`config.mk`:
```
export PLATFORM = sky130hd
export DESIGN_NAME = num_stream_tx_flat
export DESIGN_NICKNAME = d
export VERILOG_FILES = /design/src/rtl/num_stream_tx_pkg.sv /design/src/rtl/num_stream_tx_if.sv /design/src/rtl/num_stream_tx.sv /design/src/flat_wrapper.sv
export SDC_FILE = /design/constraint.sdc
export NUM_CORES = 1
export LEC_CHECK = 0
export ABC_AREA = 1
export ABC_CLOCK_PERIOD_IN_PS = 3500
export CORE_MARGIN = 2
export CORE_UTILIZATION = 54
export CTS_BUF_LIST = sky130_fd_sc_hd__clkbuf_8 sky130_fd_sc_hd__clkbuf_16
export DETAILED_ROUTE_END_ITERATION = 10
export GPL_TIMING_DRIVEN = 0
export HOLD_SLACK_MARGIN = 0.05
export PLACE_DENSITY = 0.87
export SYNTH_ARGS = -nofsm -noshare
export SYNTH_HDL_FRONTEND = slang
export SYNTH_SLANG_ARGS = --single-unit
```
`constraint.sdc`:
```
create_clock -name clk -period 3.5 [get_ports clk]
set_input_delay 0.7 -clock clk [delete_from_list [all_inputs] [get_ports clk]]
set_output_delay 0.7 -clock clk [all_outputs]
set_load 0.05 [all_outputs]
```
`src/rtl/num_stream_tx_pkg.sv`:
```
// Shared types and widths for the number-stream initiator.
// The compute block consumes 4-bit operands and a 2-bit mode, and returns a 6-bit signed result.
package num_stream_pkg;

  localparam int NUM_W  = 4;
  localparam int MODE_W = 2;
  localparam int RES_W  = 6;

  typedef enum logic [1:0] {
    IDLE,
    SEND,
    WAIT,
    RESP
  } state_t;

  typedef logic signed [RES_W-1:0] result_t;

endpackage

```
`src/rtl/num_stream_tx_if.sv`:
```
// Bundles the job request/response port and the burst protocol toward the compute block.
// The master side is the initiator; the slave side is the requester plus the compute block.
interface num_stream_tx_if #(
  parameter int N = 8
);
  import num_stream_pkg::*;

  logic                  req_valid;
  logic                  req_ready;
  logic [NUM_W*N-1:0]    req_numbers;
  logic [MODE_W-1:0]     req_mode;

  logic                  in_valid;
  logic [NUM_W-1:0]      in_number;
  logic [MODE_W-1:0]     mode;
  logic                  out_valid;
  result_t               out_result;

  logic                  rsp_valid;
  result_t               rsp_result;
  logic                  rsp_timeout;
  logic                  proto_err;

  modport master (
    input  req_valid, req_numbers, req_mode, out_valid, out_result,
    output req_ready, in_valid, in_number, mode, rsp_valid, rsp_result,
           rsp_timeout, proto_err
  );

  modport slave (
    output req_valid, req_numbers, req_mode, out_valid, out_result,
    input  req_ready, in_valid, in_number, mode, rsp_valid, rsp_result,
           rsp_timeout, proto_err
  );

endinterface

```
`src/rtl/num_stream_tx.sv`:
```
// Serialises one job of N operands as an in_valid burst, then waits (bounded) for the
// compute block's result and returns it as a one-cycle response. All outputs registered.
module num_stream_tx
  import num_stream_pkg::*;
#(
  parameter int N       = 8,
  parameter int TIMEOUT = 64
) (
  input  logic             clk,
  input  logic             rst_n,
  num_stream_tx_if.master  bus
);

  localparam int IDX_W = $clog2(N + 1);
  localparam int CNT_W = $clog2(TIMEOUT + 1);

  state_t               state_q, state_d;
  logic [IDX_W-1:0]     idx_q, idx_d;
  logic [CNT_W-1:0]     cnt_q, cnt_d;
  logic [NUM_W*N-1:0]   nums_q, nums_d;
  logic                 req_ready_q, req_ready_d;
  logic                 in_valid_q, in_valid_d;
  logic [NUM_W-1:0]     in_number_q, in_number_d;
  logic [MODE_W-1:0]    mode_q, mode_d;
  logic                 rsp_valid_q, rsp_valid_d;
  result_t              rsp_result_q, rsp_result_d;
  logic                 rsp_timeout_q, rsp_timeout_d;
  logic                 proto_err_q, proto_err_d;

  always_ff @(posedge clk or negedge rst_n) begin
    if (!rst_n) begin
      state_q       <= IDLE;
      idx_q         <= '0;
      cnt_q         <= '0;
      nums_q        <= '0;
      req_ready_q   <= 1'b1;
      in_valid_q    <= 1'b0;
      in_number_q   <= '0;
      mode_q        <= '0;
      rsp_valid_q   <= 1'b0;
      rsp_result_q  <= '0;
      rsp_timeout_q <= 1'b0;
      proto_err_q   <= 1'b0;
    end else begin
      state_q       <= state_d;
      idx_q         <= idx_d;
      cnt_q         <= cnt_d;
      nums_q        <= nums_d;
      req_ready_q   <= req_ready_d;
      in_valid_q    <= in_valid_d;
      in_number_q   <= in_number_d;
      mode_q        <= mode_d;
      rsp_valid_q   <= rsp_valid_d;
      rsp_result_q  <= rsp_result_d;
      rsp_timeout_q <= rsp_timeout_d;
      proto_err_q   <= proto_err_d;
    end
  end

  always_comb begin
    state_d       = state_q;
    idx_d         = idx_q;
    cnt_d         = cnt_q;
    nums_d        = nums_q;
    req_ready_d   = req_ready_q;
    in_valid_d    = in_valid_q;
    in_number_d   = in_number_q;
    mode_d        = mode_q;
    rsp_valid_d   = 1'b0;
    rsp_result_d  = rsp_result_q;
    rsp_timeout_d = rsp_timeout_q;
    proto_err_d   = proto_err_q;

    case (state_q)
      IDLE: begin
        if (bus.req_valid) begin
          // Element 0 goes out straight from the request; the rest are shifted out of nums_q.
          state_d     = SEND;
          req_ready_d = 1'b0;
          in_valid_d  = 1'b1;
          in_number_d = bus.req_numbers[NUM_W-1:0];
          mode_d      = bus.req_mode;
          nums_d      = bus.req_numbers >> NUM_W;
          idx_d       = IDX_W'(1);
        end
      end

      SEND: begin
        if (bus.out_valid) begin
          proto_err_d = 1'b1;
        end
        if (idx_q == IDX_W'(N)) begin
          state_d     = WAIT;
          in_valid_d  = 1'b0;
          in_number_d = '0;
          mode_d      = '0;
          cnt_d       = '0;
        end else begin
          in_number_d = nums_q[NUM_W-1:0];
          nums_d      = nums_q >> NUM_W;
          mode_d      = '0;
          idx_d       = idx_q + IDX_W'(1);
        end
      end

      WAIT: begin
        // A result on the last permitted cycle takes priority over the timeout.
        if (bus.out_valid) begin
          state_d       = RESP;
          rsp_valid_d   = 1'b1;
          rsp_result_d  = bus.out_result;
          rsp_timeout_d = 1'b0;
        end else if (cnt_q + CNT_W'(1) == CNT_W'(TIMEOUT)) begin
          state_d       = RESP;
          rsp_valid_d   = 1'b1;
          rsp_result_d  = '0;
          rsp_timeout_d = 1'b1;
        end else begin
          cnt_d = cnt_q + CNT_W'(1);
        end
      end

      RESP: begin
        state_d     = IDLE;
        req_ready_d = 1'b1;
      end

      default: begin
        state_d     = IDLE;
        req_ready_d = 1'b1;
      end
    endcase
  end

  assign bus.req_ready   = req_ready_q;
  assign bus.in_valid    = in_valid_q;
  assign bus.in_number   = in_number_q;
  assign bus.mode        = mode_q;
  assign bus.rsp_valid   = rsp_valid_q;
  assign bus.rsp_result  = rsp_result_q;
  assign bus.rsp_timeout = rsp_timeout_q;
  assign bus.proto_err   = proto_err_q;

endmodule

```
`src/flat_wrapper.sv`:
```
// flat-port wrapper written by rule: the top's interface ports become plain ports
module num_stream_tx_flat import num_stream_pkg::*;
#(
  parameter int N       = 8,
  parameter int TIMEOUT = 64
)
  (clk, rst_n, bus_req_valid, bus_req_numbers, bus_req_mode, bus_out_valid, bus_out_result, bus_req_ready, bus_in_valid, bus_in_number, bus_mode, bus_rsp_valid, bus_rsp_result, bus_rsp_timeout, bus_proto_err);
  num_stream_tx_if #(.N(N)) bus_i ();
  input  logic clk;
  input  logic rst_n;
  input wire logic [$bits(bus_i.req_valid)-1:0] bus_req_valid;
  input wire logic [$bits(bus_i.req_numbers)-1:0] bus_req_numbers;
  input wire logic [$bits(bus_i.req_mode)-1:0] bus_req_mode;
  input wire logic [$bits(bus_i.out_valid)-1:0] bus_out_valid;
  input wire logic [$bits(bus_i.out_result)-1:0] bus_out_result;
  output wire logic [$bits(bus_i.req_ready)-1:0] bus_req_ready;
  output wire logic [$bits(bus_i.in_valid)-1:0] bus_in_valid;
  output wire logic [$bits(bus_i.in_number)-1:0] bus_in_number;
  output wire logic [$bits(bus_i.mode)-1:0] bus_mode;
  output wire logic [$bits(bus_i.rsp_valid)-1:0] bus_rsp_valid;
  output wire logic [$bits(bus_i.rsp_result)-1:0] bus_rsp_result;
  output wire logic [$bits(bus_i.rsp_timeout)-1:0] bus_rsp_timeout;
  output wire logic [$bits(bus_i.proto_err)-1:0] bus_proto_err;
  assign bus_i.req_valid = bus_req_valid;
  assign bus_i.req_numbers = bus_req_numbers;
  assign bus_i.req_mode = bus_req_mode;
  assign bus_i.out_valid = bus_out_valid;
  assign bus_i.out_result = bus_out_result;
  assign bus_req_ready = bus_i.req_ready;
  assign bus_in_valid = bus_i.in_valid;
  assign bus_in_number = bus_i.in_number;
  assign bus_mode = bus_i.mode;
  assign bus_rsp_valid = bus_i.rsp_valid;
  assign bus_rsp_result = bus_i.rsp_result;
  assign bus_rsp_timeout = bus_i.rsp_timeout;
  assign bus_proto_err = bus_i.proto_err;
  num_stream_tx #(.N(N), .TIMEOUT(TIMEOUT)) u_core (.clk(clk), .rst_n(rst_n), .bus(bus_i));
endmodule
```
Yosys cells after proc, flatten, opt, wreduce, memory -nomap -nowiden
Cells that the tools add are included.
- register bits after elaboration: 62
- bits of input ports: 44
- output and inout bits: 17
- word-level logic and storage cells: 70
- add/subtract/negate cells: 2
- equal/unequal tests: 11
- multiplexer cells: 32
- reduce and logical (&&, ||, !) cells: 13
- operator list (operator ; number):
    $mux W32 ; 2
    $pmux W32 S2 ; 1
    $mux W7 ; 3
    $mux W4 ; 4
    $pmux W4 S2 ; 2
    $pmux W7 S2 ; 1
    $mux W6 ; 2
    $mux W2 ; 5
    $reduce_and A3 Y1 ; 3
    $mux W1 ; 8
    $ne A2 B2 Y1 const B ; 4
    $pmux W2 S4 ; 1
    $reduce_and A2 Y1 ; 4
    $reduce_bool A2 Y1 ; 4
    $add A7 B1 Y7 const B ; 1
    $eq A7 B7 Y1 const B ; 1
    $add A4 B1 Y4 const B ; 1
    $eq A2 B2 Y1 const B ; 2
    $eq A4 B4 Y1 const B ; 1
    $pmux W1 S2 ; 2
    $pmux W2 S2 ; 1
    $reduce_and A4 Y1 ; 1
    $ne A3 B2 Y1 const B ; 1
    $eq A2 B1 Y1 const B ; 1
    other kinds (2) ; 2

Depth between registers and ports, before layout
Gate-level depths: netlist of run 1.
- depth after elaboration: 5
- gate-level depth with buffers: 12
- mapped depth without buffers: 12

Worst setup path after synthesis of run 1
OpenSTA, ideal clock, no wires.
- kind: reg2reg
- from: reg u_core.state_q[0]
- to: reg u_core.cnt_q[2]
- library setup time: 0.117 ns
- arrival: 1.525 ns
- required time: 3.383 ns
- path slack: 1.858 ns
- stages on the path, launching flop included: 9
- path buffers: 0
- clock period less this slack: 1.642 ns
- cells stage by stage: dfrtp_1 -> inv_1 -> ha_1 -> nand2_1 -> inv_2 -> a21oi_2 -> nand3_2 -> nand2_1 -> nand2_1
- cells in the longest elaborated chain, start to end: 3
- elaborated cells between the ends (all ways): 8
- classes of those cells: eq/ne (5); mux (1); reduce/logical (2)
- ends and longest elaborated chain (what ; line ; text):
    start: declaration ; num_stream_tx.sv:17 ; state_t state_q, state_d;
    start signal: assignment ; num_stream_tx.sv:45 ; state_q <= state_d;
    $eq A2 B2 Y1 / $eq A2 B1 Y1 (equally long branches) ; num_stream_tx.sv:74 ; case (state_q)
    $ne A2 B2 Y1 (no line) (tied with other cells) ; n/a ;
    $reduce_and A4 Y1 (no line) ; n/a ;
    end signal: assignment ; num_stream_tx.sv:47 ; cnt_q <= cnt_d;
    end: declaration ; num_stream_tx.sv:19 ; logic [CNT_W-1:0] cnt_q, cnt_d;
Parallel ways exist; a longest one is shown, timed or not.
A chain may end at the register's enable or synchronous reset.

Final worst setup path of run 1
- from: reg u_core.req_ready_q, in the netlist u_core.bus.req_ready
- to: out bus_req_ready
- RTL lines (what ; line ; text):
    start: declaration ; num_stream_tx.sv:21 ; logic req_ready_q, req_ready_d;
    start signal: assignment ; num_stream_tx.sv:49 ; req_ready_q <= req_ready_d;
    end: declaration ; flat_wrapper.sv:16 ; output wire logic [$bits(bus_i.req_ready)-1:0] bus_req_ready;
No word-level cell between the ends.

==> results.md, run 1 <==
- Vias: 2539
- Total die area: 5780 sq um
- Starting DRT DRC Count: roughly 180
- Share of cells above drive strength 1: under 10%
- Final setup viols: 0
- CTS Buf Count: 9
- Port Buf Inserts: 60
- Startpoint types: flop
- Post-synthesis mux area share: 0%
- Clock insertion delay at the later pin of the skew report: around 0.34 ns
- Commonest non-fill, non-tap cell in the layout: nand2_1
- WP data arrival: 1.65 ns
- Vias in the first global route: around 2400
- Worst vdd ir: approximately 0.47 mV
- Setup CP Type: flop to output pin
- Hold_ws: between 0.3 and 0.4 ns
- Final Max Tran Viols: 0
- Post-Syn Nets: 382
- Final WL: roughly 6.5 mm
- Pwr Total: about 3.2 mW
- RSZ-0062 raised after global routing: no
- Mapped Area: around 2800 sq um
- Synth Instances: 330
- Die H: 76.0 um
- Fin nets: between 400 and 500
- CP max-delay cell: clkdlybuf4s50_1
- Worst clock skew: 0.0102 ns
- Max-slew headroom: a little under half
- DP Area: around 3500 sq um
- Max-cap check violation count: 0
- Slew @ Worst Pin: between 0.8 and 0.9 ns
- HP Class: primary input to asynchronous set/reset pin
- Run status: completed
- Largest net degree at the start of global routing: 39
- Wire per inst: about 14 um
- P&R area growth vs syn: 31.2%
- Num ports: around 60
- Cts hold-fix bufs: 0
- Total negative slack: 0 ns
- Design area: around 3700 sq um
- CTS tree: done
- Global-route wire length before repair: 11.0 mm
- Antenna diodes: 0
- DRC: 0
- Synth warn: 0
- Worst path required time: 2.80 ns
- Launching point of the worst reg2reg path: u_core.state_q[0]$_DFFE_PN0P_
- Post-Syn Area per Cell: 8.49 sq um
- Final hold vios: 0
- Critical path cell sequence: clkdlybuf4s50_1
- Vias per std cell: around 5.3
- Total track usage: 24.0%
- Number of distinct library cells after synthesis: 30
- Initial antenna violation count: 0
- Post-synthesis adder-cell area fraction: under 10%
- ANT nets after route: 0
- Fmax: about 0.43 GHz
- Initial cell density of the core: between 50% and 60%
- Final clock period utilization by the worst path: between 60% and 70%
- Setup WS pre-CTS: 1.09 ns
- Most frequent cells in the layout: 110 x nand2_1, 59 x clkdlybuf4s50_1, 57 x dfrtp_1
- Reg2reg setup slack: between 1 and 1.5 ns
- Clk buf depth: 2
- Xor/xnor share of the synthesized area: less than 1%
- Nature of the critical path endpoint: output pin
- Pwr dens: around 900 nW/um^2
- Row cnt: 26
- Post-CTS sizing: 0
- Htree depth: 3
- Cell family with most CP delay: buffers and inverters
- Largest family of logic cells by synthesized area: simple AND/OR/NAND/NOR gates
- Simple-Gate Fraction of Synth Area: 27.8%
- Clk sink count: a little under 60
- Post-CTS Setup Bufs: 0
- Hpwl dp: a little under 5 mm
- Worst path bufs/invs: 1
- Initial DRT Pass Iterations: 6
- R2R depth: 8
- Final min period: between 2 and 2.5 ns
- Clock transition at path regs: roughly 0.06 ns
- Die span in x: 76.0 um
- Compound-Gate Fraction of Synth Area: a little under an eighth
- Worst path depth: 1
- Sequential area share after synthesis: approximately 52%
- Setup crit start: u_core.bus.req_ready$_DFFE_PN1P_
- Clk root buf: clkbuf_8
- Gr ovfl total: 0
- Post-route setup slack: between 1 and 1.5 ns
- Gpl congestion: 0.865
- CP max FO: 2
- Max stage delay on crit path: between 0.7 and 0.8 ns
- Synthesized flop and latch total: between 50 and 60
- Total core area: roughly 5000 sq um
- Leak: between 1.5 and 2 nW
[power breakdown]
| part | leakage, nW | switching [mW] | internal [mW] | total, mW |
|---|---|---|---|---|
| Combinational | 0.897 | 1.04 | 0.543 | 1.58 |
| Clock | 0.0892 | 0.255 | 0.269 | 0.524 |
| Sequential | 0.705 | 0.163 | 0.955 | 1.12 |
[sequential cells by signal, indices dropped and copies added (netlist names)]
name,count
u_core.cnt_q,7
u_core.idx_q,4
u_core.nums_q,28
u_core.state_q,2
u_core.bus.rsp_result,6
u_core.bus.in_number,4
u_core.bus.proto_err,1
u_core.bus.in_valid,1
u_core.bus.rsp_valid,1
u_core.bus.rsp_timeout,1
u_core.bus.mode,2
u_core.bus.req_ready,1
[per-layer routing]
metal,vias to the layer above,global-route usage [%],share of wire [%]
met4,0,10.5,2.0
met1,1195,30.6,43
met3,12,4.62,5.0
li1,1238,-,-
met2,94,40.1,50
met5,-,0,0
[synthesized netlist by cell type (all sizes together)]
library cell | number | area, sq um
inv | 21 | 78.8
dfrtp | 57 | 1430
dfstp | 1 | 26.3
and2 | 1 | 6.26
nand3 | 23 | 143
buf | 6 | 43.8
o21bai | 1 | 7.51
nand2 | 111 | 419
a22o | 6 | 52.6
clkbuf | 5 | 18.8
a31oi | 24 | 150
nor2 | 40 | 160
xor2 | 1 | 8.76
o22ai | 2 | 12.5
ha | 8 | 100
o21ai | 8 | 51.3
a21oi | 6 | 37.5
a21o | 1 | 7.51
nand4 | 8 | 50.1
[stage by stage]
stage               std cells  util [%]
finish                    477      72.9
global route              477      72.9
CTS                       477      72.9
detailed placement        461      69.5
global placement          460      69.2
floorplan                 330         -
[cell type report]
cell class / count / area, sq um
buffer: 11 / 62.6
fill: 403 / 1370
clock buffer: 10 / 138
clock inverter: 6 / 33.8
inverter: 21 / 78.8
tap: 70 / 87.6
sequential: 58 / 1450
timing repair buffer: 61 / 616
multi-input combinational: 240 / 1210
[worst register-to-register path, cell delays in order (launching register included)]
cell and delay [ns]:
dfrtp_1 0.39, inv_1 0.08, ha_1 0.28, nand2_1 0.27, inv_2 0.15, a21oi_2 0.36, nand3_2 0.23, nand2_1 0.11
nand2_1 0.06
[worst paths after layout]
check                                                   endpoint
worst min-delay path                 u_core.cnt_q[2]$_DFFE_PN0P_
worst max-delay path                               bus_req_ready
worst min register to register  u_core.bus.proto_err$_DFFE_PN0P_
max in group asynchronous            u_core.idx_q[2]$_DFFE_PN0P_
worst max register to register       u_core.cnt_q[5]$_DFFE_PN0P_
min in group clk                u_core.bus.proto_err$_DFFE_PN0P_
[logic make-up (layout without fill, tap and decap cells)]
logic type / count (synthesis) / count (layout)
flops: 58 / 58
compound gates: 48 / 48
simple gates: 183 / 183
fa+ha+maj: 8 / 8
buf+inv: 32 / 109
xor+xnor: 1 / 1
No activity file was read; power rests on OpenSTA's default activity.
==> inputs of run 2 (changes only) <==
- ABC_CLOCK_PERIOD_IN_PS: 3500 -> 1900
- CORE_UTILIZATION: 54 -> 46
- PLACE_DENSITY: 0.87 -> 0.79
- clock period: 3.5 -> 1.9 ns (I/O delays scaled with it)
==> run 2 against run 1 <==
Against the previous run:
- sequential share of layout area fell by 1.7 points
- via count rose by 0.75%
- global-route usage fell by 1.7 points
- largest cell class unchanged
- hold slack improved by 0.13 ns
- combinational power rose by 92%
- highest routed layer unchanged
==> results.md, run 2 (same netlist as run 1, synthesis figures left out) <==
- Vias in the first global route: about 2500
- Worst vdd ir: between 0.8 and 0.9 mV
- Initial antenna violation count: 0
- CTS Buf Count: 9
- Combinational share of power: a little under half
- End of the worst register-to-register path: u_core.cnt_q[4]$_DFFE_PN0P_
- Fin cells: 486
- Clock insertion delay at the later pin of the skew report: around 0.34 ns
- Initial DRT Pass Iterations: 5
- Run status: completed
- Seq pwr share: 32.0%
- Cell family with most CP delay: buffers and inverters
- Design area: 3840 sq um
- CTS tree: done
- Initial cell density of the core: 47.6%
- CP max-delay cell: clkdlybuf4s50_1
- Setup CP Type: flop to output pin
- Vias: roughly 2600
- Net switching power figure: 2.76 mW
- Clk sink count: between 50 and 60
- Final clock period utilization by the worst path: 98.2%
- Wire per inst: about 14 um
- Pwr dens: between 1500 and 2000 nW/um^2
- Clock transition at path regs: about 0.060 ns
- Vias per std cell: 5.26
- Hold_sp: u_core.bus.req_ready$_DFFE_PN1P_
- Sw Share: around 43%
- Total track usage: between 20% and 30%
- Internal: 3.67 mW
- ANT nets after route: 0
- Final setup viols: 0
- Worst path required time: between 1.5 and 2 ns
- WP data arrival: 1.49 ns
- Worst path bufs/invs: 1
- Num ports: 61
- Clk buf depth: 2
- HP Class: flop to flop
- Max-cap check violation count: 0
- R2R depth: 9
- Final min period: between 1.5 and 2 ns
- Biggest register: u_core.nums_q
- DRC: 0
- Row cnt: 28
- Starting DRT DRC Count: between 80 and 90
- FILL cells: 498
- Gpl congestion: about 0.84
- CP max FO: 2
- Clk root buf: clkbuf_8
- Final hold vios: 0
- Total core area: 5890 sq um
- Max stage delay on crit path: around 0.80 ns
- DP Area: 3510 sq um
- Final WL: 6.85 mm
- Worst clock skew: 0.00806 ns
- Total die area: ~6700 sq um
- Largest net degree at the start of global routing: 42
- P&R area growth vs syn: 37.3%
- Hpwl dp: 5.00 mm
- Die H: 82.0 um
- Fin nets: approximately 460
- Register area: roughly 1500 sq um
- Multi-input logic area: between 1000 and 1500 sq um
- Antenna diodes: 0
- Startpoint types: flop
- Htree depth: 3
- Placed Cells incl. Taps: between 400 and 500
- Fmax: around 0.54 GHz
- Commonest non-fill, non-tap cell in the layout: nand2_1
- Critical path cell sequence: clkdlybuf4s50_1
- Global-route wire length before repair: 11.2 mm
- Nature of the critical path endpoint: output pin
- Leak: 1.89 nW
- Launching point of the worst reg2reg path: u_core.cnt_q[1]$_DFFE_PN0P_
- Share of cells above drive strength 1: a little over an eighth
- Final core occ: between 60% and 70%
- Clk pwr share: 20.8%
- Most frequent cells in the layout: 108 x nand2_1, 55 x dfrtp_1, 44 x clkdlybuf4s50_1
- Max FFs per register: 28
- Slew @ Worst Pin: 0.524 ns
- Gr ovfl total: 0
- Max-slew headroom: roughly 65%
- Reg2reg setup slack: ~0.070 ns
- Port Buf Inserts: 60
- Final Max Tran Viols: 0
- WHS Path Cells: 2
- Die span in x: just over 80 um
- Destination of the worst hold path: u_core.bus.req_ready$_DFFE_PN1P_
run 2: area by class of cell:
class	count	share of cell area (%)
inverter	21	2.12
multi-input combinational	240	32.3
clock inverter	4	1.89
buffer	11	1.79
clock buffer	12	4.30
tap	75	2.44
sequential	58	37.8
timing repair buffer	65	17.3
run 2: power by group through the flow:
stage / clock (mW) / sequential, mW / combinational, mW
6_report: 1.34 / 2.06 / 3.03
5_1_grt: 1.40 / 2.12 / 3.36
4_1_cts: 1.35 / 2.06 / 2.96
3_5_place_dp: 0 / 2.08 / 2.92
3_3_place_gp: 0 / 2.06 / 2.81
2_1_floorplan: 0 / 2.49 / 1.59
run 2: stage by stage:
stage | setup WS [ns] | hold slack (ns) | TNS [ns] | total power [mW]
CTS | 0.000861 | 0.470 | 0 | 6.37
detailed placement | -0.194 | 0.354 | -6.01 | 5.00
global placement | -1.34 | 0.456 | -80.69 | 4.86
global route | -0.00223 | 0.485 | -0.00223 | 6.88
finish | 0.0340 | 0.467 | 0 | 6.43
floorplan | 0.258 | 0.0844 | 0 | 4.08
run 2: worst max-delay path by stage:
| stage | startpoint | endpoint | slack [ns] | cells after the start |
|---|---|---|---|---|
| CTS | u_core.bus.mode[0]$_DFFE_PN0P_ | bus_mode[0] | 0.0009 | 1 |
| finish | u_core.bus.rsp_result[1]$_DFFE_PN0P_ | bus_rsp_result[1] | 0.03 | 1 |
| global route | u_core.cnt_q[1]$_DFFE_PN0P_ | u_core.cnt_q[4]$_DFFE_PN0P_ | -0.002 | 9 |
| global placement | rst_n | u_core.nums_q[24]$_DFFE_PN0P_ | -1.34 | 1 |
| floorplan | u_core.state_q[0]$_DFFE_PN0P_ | u_core.cnt_q[2]$_DFFE_PN0P_ | 0.26 | 8 |
| detailed placement | bus_out_valid | u_core.cnt_q[4]$_DFFE_PN0P_ | -0.19 | 7 |
run 2: layer usage:
layer / track usage (%) / vias to the layer above / share of wire (%)
li1: - / 1248 / -
met1: 26.0 / 1214 / 41
met2: 39.2 / 86 / 51
met3: 6.26 / 10 / 6.2
met4: 7.33 / 0 / 1.3
met5: 0 / - / 0
run 2: timing repair:
| action | 4_1_cts | 5_1_grt |
|---|---|---|
| gates resized for setup | 10 | 26 |
| endpoints found under the setup margin | 45 | 60 |
| endpoints found under the hold margin | 16 | 0 |
| pin swaps | 1 | 1 |
| hold buffers | 1 | 0 |
| setup buffers | 1 | 2 |
==> inputs of run 3 (changes only) <==
--- a/config.mk
+++ b/config.mk
@@ -9,10 +9,10 @@
 export ABC_CLOCK_PERIOD_IN_PS = 1900
 export CORE_MARGIN = 2
-export CORE_UTILIZATION = 46
+export CORE_UTILIZATION = 40
 export CTS_BUF_LIST = sky130_fd_sc_hd__clkbuf_8 sky130_fd_sc_hd__clkbuf_16
 export DETAILED_ROUTE_END_ITERATION = 10
 export GPL_TIMING_DRIVEN = 0
 export HOLD_SLACK_MARGIN = 0.05
-export PLACE_DENSITY = 0.79
+export PLACE_DENSITY = 0.71
 export SYNTH_ARGS = -nofsm -noshare
 export SYNTH_HDL_FRONTEND = slang
==> constraint.sdc (replaced) <==
create_clock -name clk -period 1.9 [get_ports clk]
set_input_delay 0.38 -clock clk [delete_from_list [all_inputs] [get_ports clk]]
set_output_delay 0.38 -clock clk [all_outputs]
set_load 0.1 [all_outputs]
==> run 3 against run 2 <==
Against the previous run:
- sequential share of layout area about the same
- clock skew up 0.0030 ns
- total power up 8.0%
- global-route usage down 4.1 points
- die area up 14%
- clock power up 7%
- core utilization down 8.7 points
- sequential power about the same
- final cell count up 4.1%
- fmax up 5.1%
- critical path type unchanged
- largest cell class unchanged
- first-iteration DRC count down 1.1%
- design area about the same
==> results.md, run 3 (same netlist as run 1, synthesis figures left out) <==
- Run status: completed
- Vias per std cell: just under 5
- CTS tree: done
- Port Buf Inserts: 60
- Gr ovfl total: 0
- Starting DRT DRC Count: 86
- Leak: about 1.8 nW
- Commonest non-fill, non-tap cell in the layout: nand2_1
- Slew @ Worst Pin: roughly 0.56 ns
- Die H: just under 90 um
- Worst path bufs/invs: 1
- Hold_sp: u_core.bus.req_ready$_DFFE_PN1P_
- Seq pwr share: between 20% and 30%
- Total die area: 7690 sq um
- Row cnt: 30
- Max-slew headroom: a little over three fifths
- Total core area: roughly 6800 sq um
- ANT nets after route: 0
- Pwr Total: between 6 and 7 mW
- Antenna diodes: 0
- Clk sink count: 58
- Setup crit start: u_core.bus.req_ready$_DFFE_PN1P_
- Vias: 2498
- HP Class: flop to flop
- Clk buf depth: 2
- Net switching power figure: around 3.2 mW
- Hpwl dp: ~4.8 mm
- CP max FO: 2
- Final WL: ~6.5 mm
- Worst vdd ir: 0.712 mV
- Max FFs per register: 28
- Pwr dens: between 1500 and 2000 nW/um^2
- Nature of the critical path endpoint: output pin
- Final setup viols: 0
- Initial antenna violation count: 0
- Fmax: 0.563 GHz
- RSZ-0062 raised after global routing: no
- Total negative slack: 0 ns
- Final clock period utilization by the worst path: between 90 and 100%
- CP max-delay cell: clkdlybuf4s15_2
- Biggest register: u_core.nums_q
- Vias in the first global route: between 2000 and 2500
- Gpl congestion: about 0.81
- WHS Path Cells: 2
- Wire per inst: about 13 um
- Worst clock skew: between 0.01 and 0.015 ns
- Largest net degree at the start of global routing: 41
- Final hold vios: 0
- Most frequent cells in the layout: 108 x nand2_1, 55 x dfrtp_1, 42 x clkdlybuf4s50_1
- Internal: roughly 3.7 mW
- Sw Share: 46.5%
- Hold_ws: approximately 0.47 ns
- Final min period: about 1.8 ns
- P&R area growth vs syn: 37.4%
- Num ports: 61
- Max stage delay on crit path: between 0.5 and 0.6 ns
- Die span in x: around 88 um
- Critical path cell sequence: clkdlybuf4s15_2
- Share of cells above drive strength 1: between 10% and 20%
- WP data arrival: 1.40 ns
- Startpoint types: flop
- Worst path depth: 1
- Setup CP Type: flop to output pin
- Htree depth: 3
- Fin nets: about 460
- Combinational share of power: approximately half
- Clock transition at path regs: ~0.060 ns
- Total track usage: about 18%
- Cell family with most CP delay: buffers and inverters
- Clock insertion delay at the later pin of the skew report: 0.33 ns
- Initial DRT Pass Iterations: 5
- Clk root buf: clkbuf_8
- Final Max Tran Viols: 0
- Global-route wire length before repair: ~11 mm
- Max-cap check violation count: 0
- Worst path required time: about 1.5 ns
- Initial cell density of the core: 41.2%
- Clk pwr share: approximately 21%
- DRC: 0
- Launching point of the worst reg2reg path: u_core.state_q[1]$_DFFE_PN0P_
- R2R depth: 6
- CTS Buf Count: 9
[run 3: layout make-up]
cell class                 instances  area [sq um]
tap                               96           120
timing repair buffer              64           637
clock buffer                      11           151
multi-input combinational        240          1240
buffer                            11          65.1
clock inverter                     5           101
inverter                          21          81.3
sequential                        58          1460
fill                             620          2950
[run 3: power by group through the flow]
stage	sequential (mW)	clock, mW	combinational, mW
2_1_floorplan	3.00	0	1.59
3_3_place_gp	2.05	0	3.35
3_5_place_dp	2.08	0	3.42
4_1_cts	2.06	1.44	3.44
5_1_grt	2.13	1.51	3.80
6_report	2.07	1.43	3.45
[run 3: layer usage]
metal	part of all wire [%]	track usage, %
met1	46	22.9
met2	49	31.0
met3	5.0	4.71
met4	0.23	5.03
met5	0	0
[run 3: stage by stage]
step                instance area [sq um]  utilization (%)  setup slack [ns]  cells
global route                         3850             56.6            0.0218    506
CTS                                  3840             56.5           0.00110    505
finish                               3850             56.6             0.124    506
floorplan                            2800                -             0.258    330
detailed placement                   3540             52.0            -0.234    487
global placement                     3520             51.8             -1.42    486
[run 3: path summary, 6_finish.rpt]
check | slack (ns) | to
worst max register to register | 0.14 | u_core.nums_q[17]$_DFFE_PN0P_
min in group asynchronous | 0.53 | u_core.cnt_q[3]$_DFFE_PN0P_
worst min-delay path | 0.47 | u_core.bus.req_ready$_DFFE_PN1P_
max in group asynchronous | 0.80 | u_core.nums_q[2]$_DFFE_PN0P_
worst min register to register | 0.47 | u_core.bus.req_ready$_DFFE_PN1P_
worst max-delay path | 0.12 | bus_req_ready
[run 3: timing repair]
action                                 4_1_cts  5_1_grt
hold buffers                                 1        0
gates resized for setup                     52       13
cloned                                       0        0
setup endpoints to repair                   58       52
endpoints found under the hold margin       17        0
setup buffers                                1        1
pin swaps                                    1        0
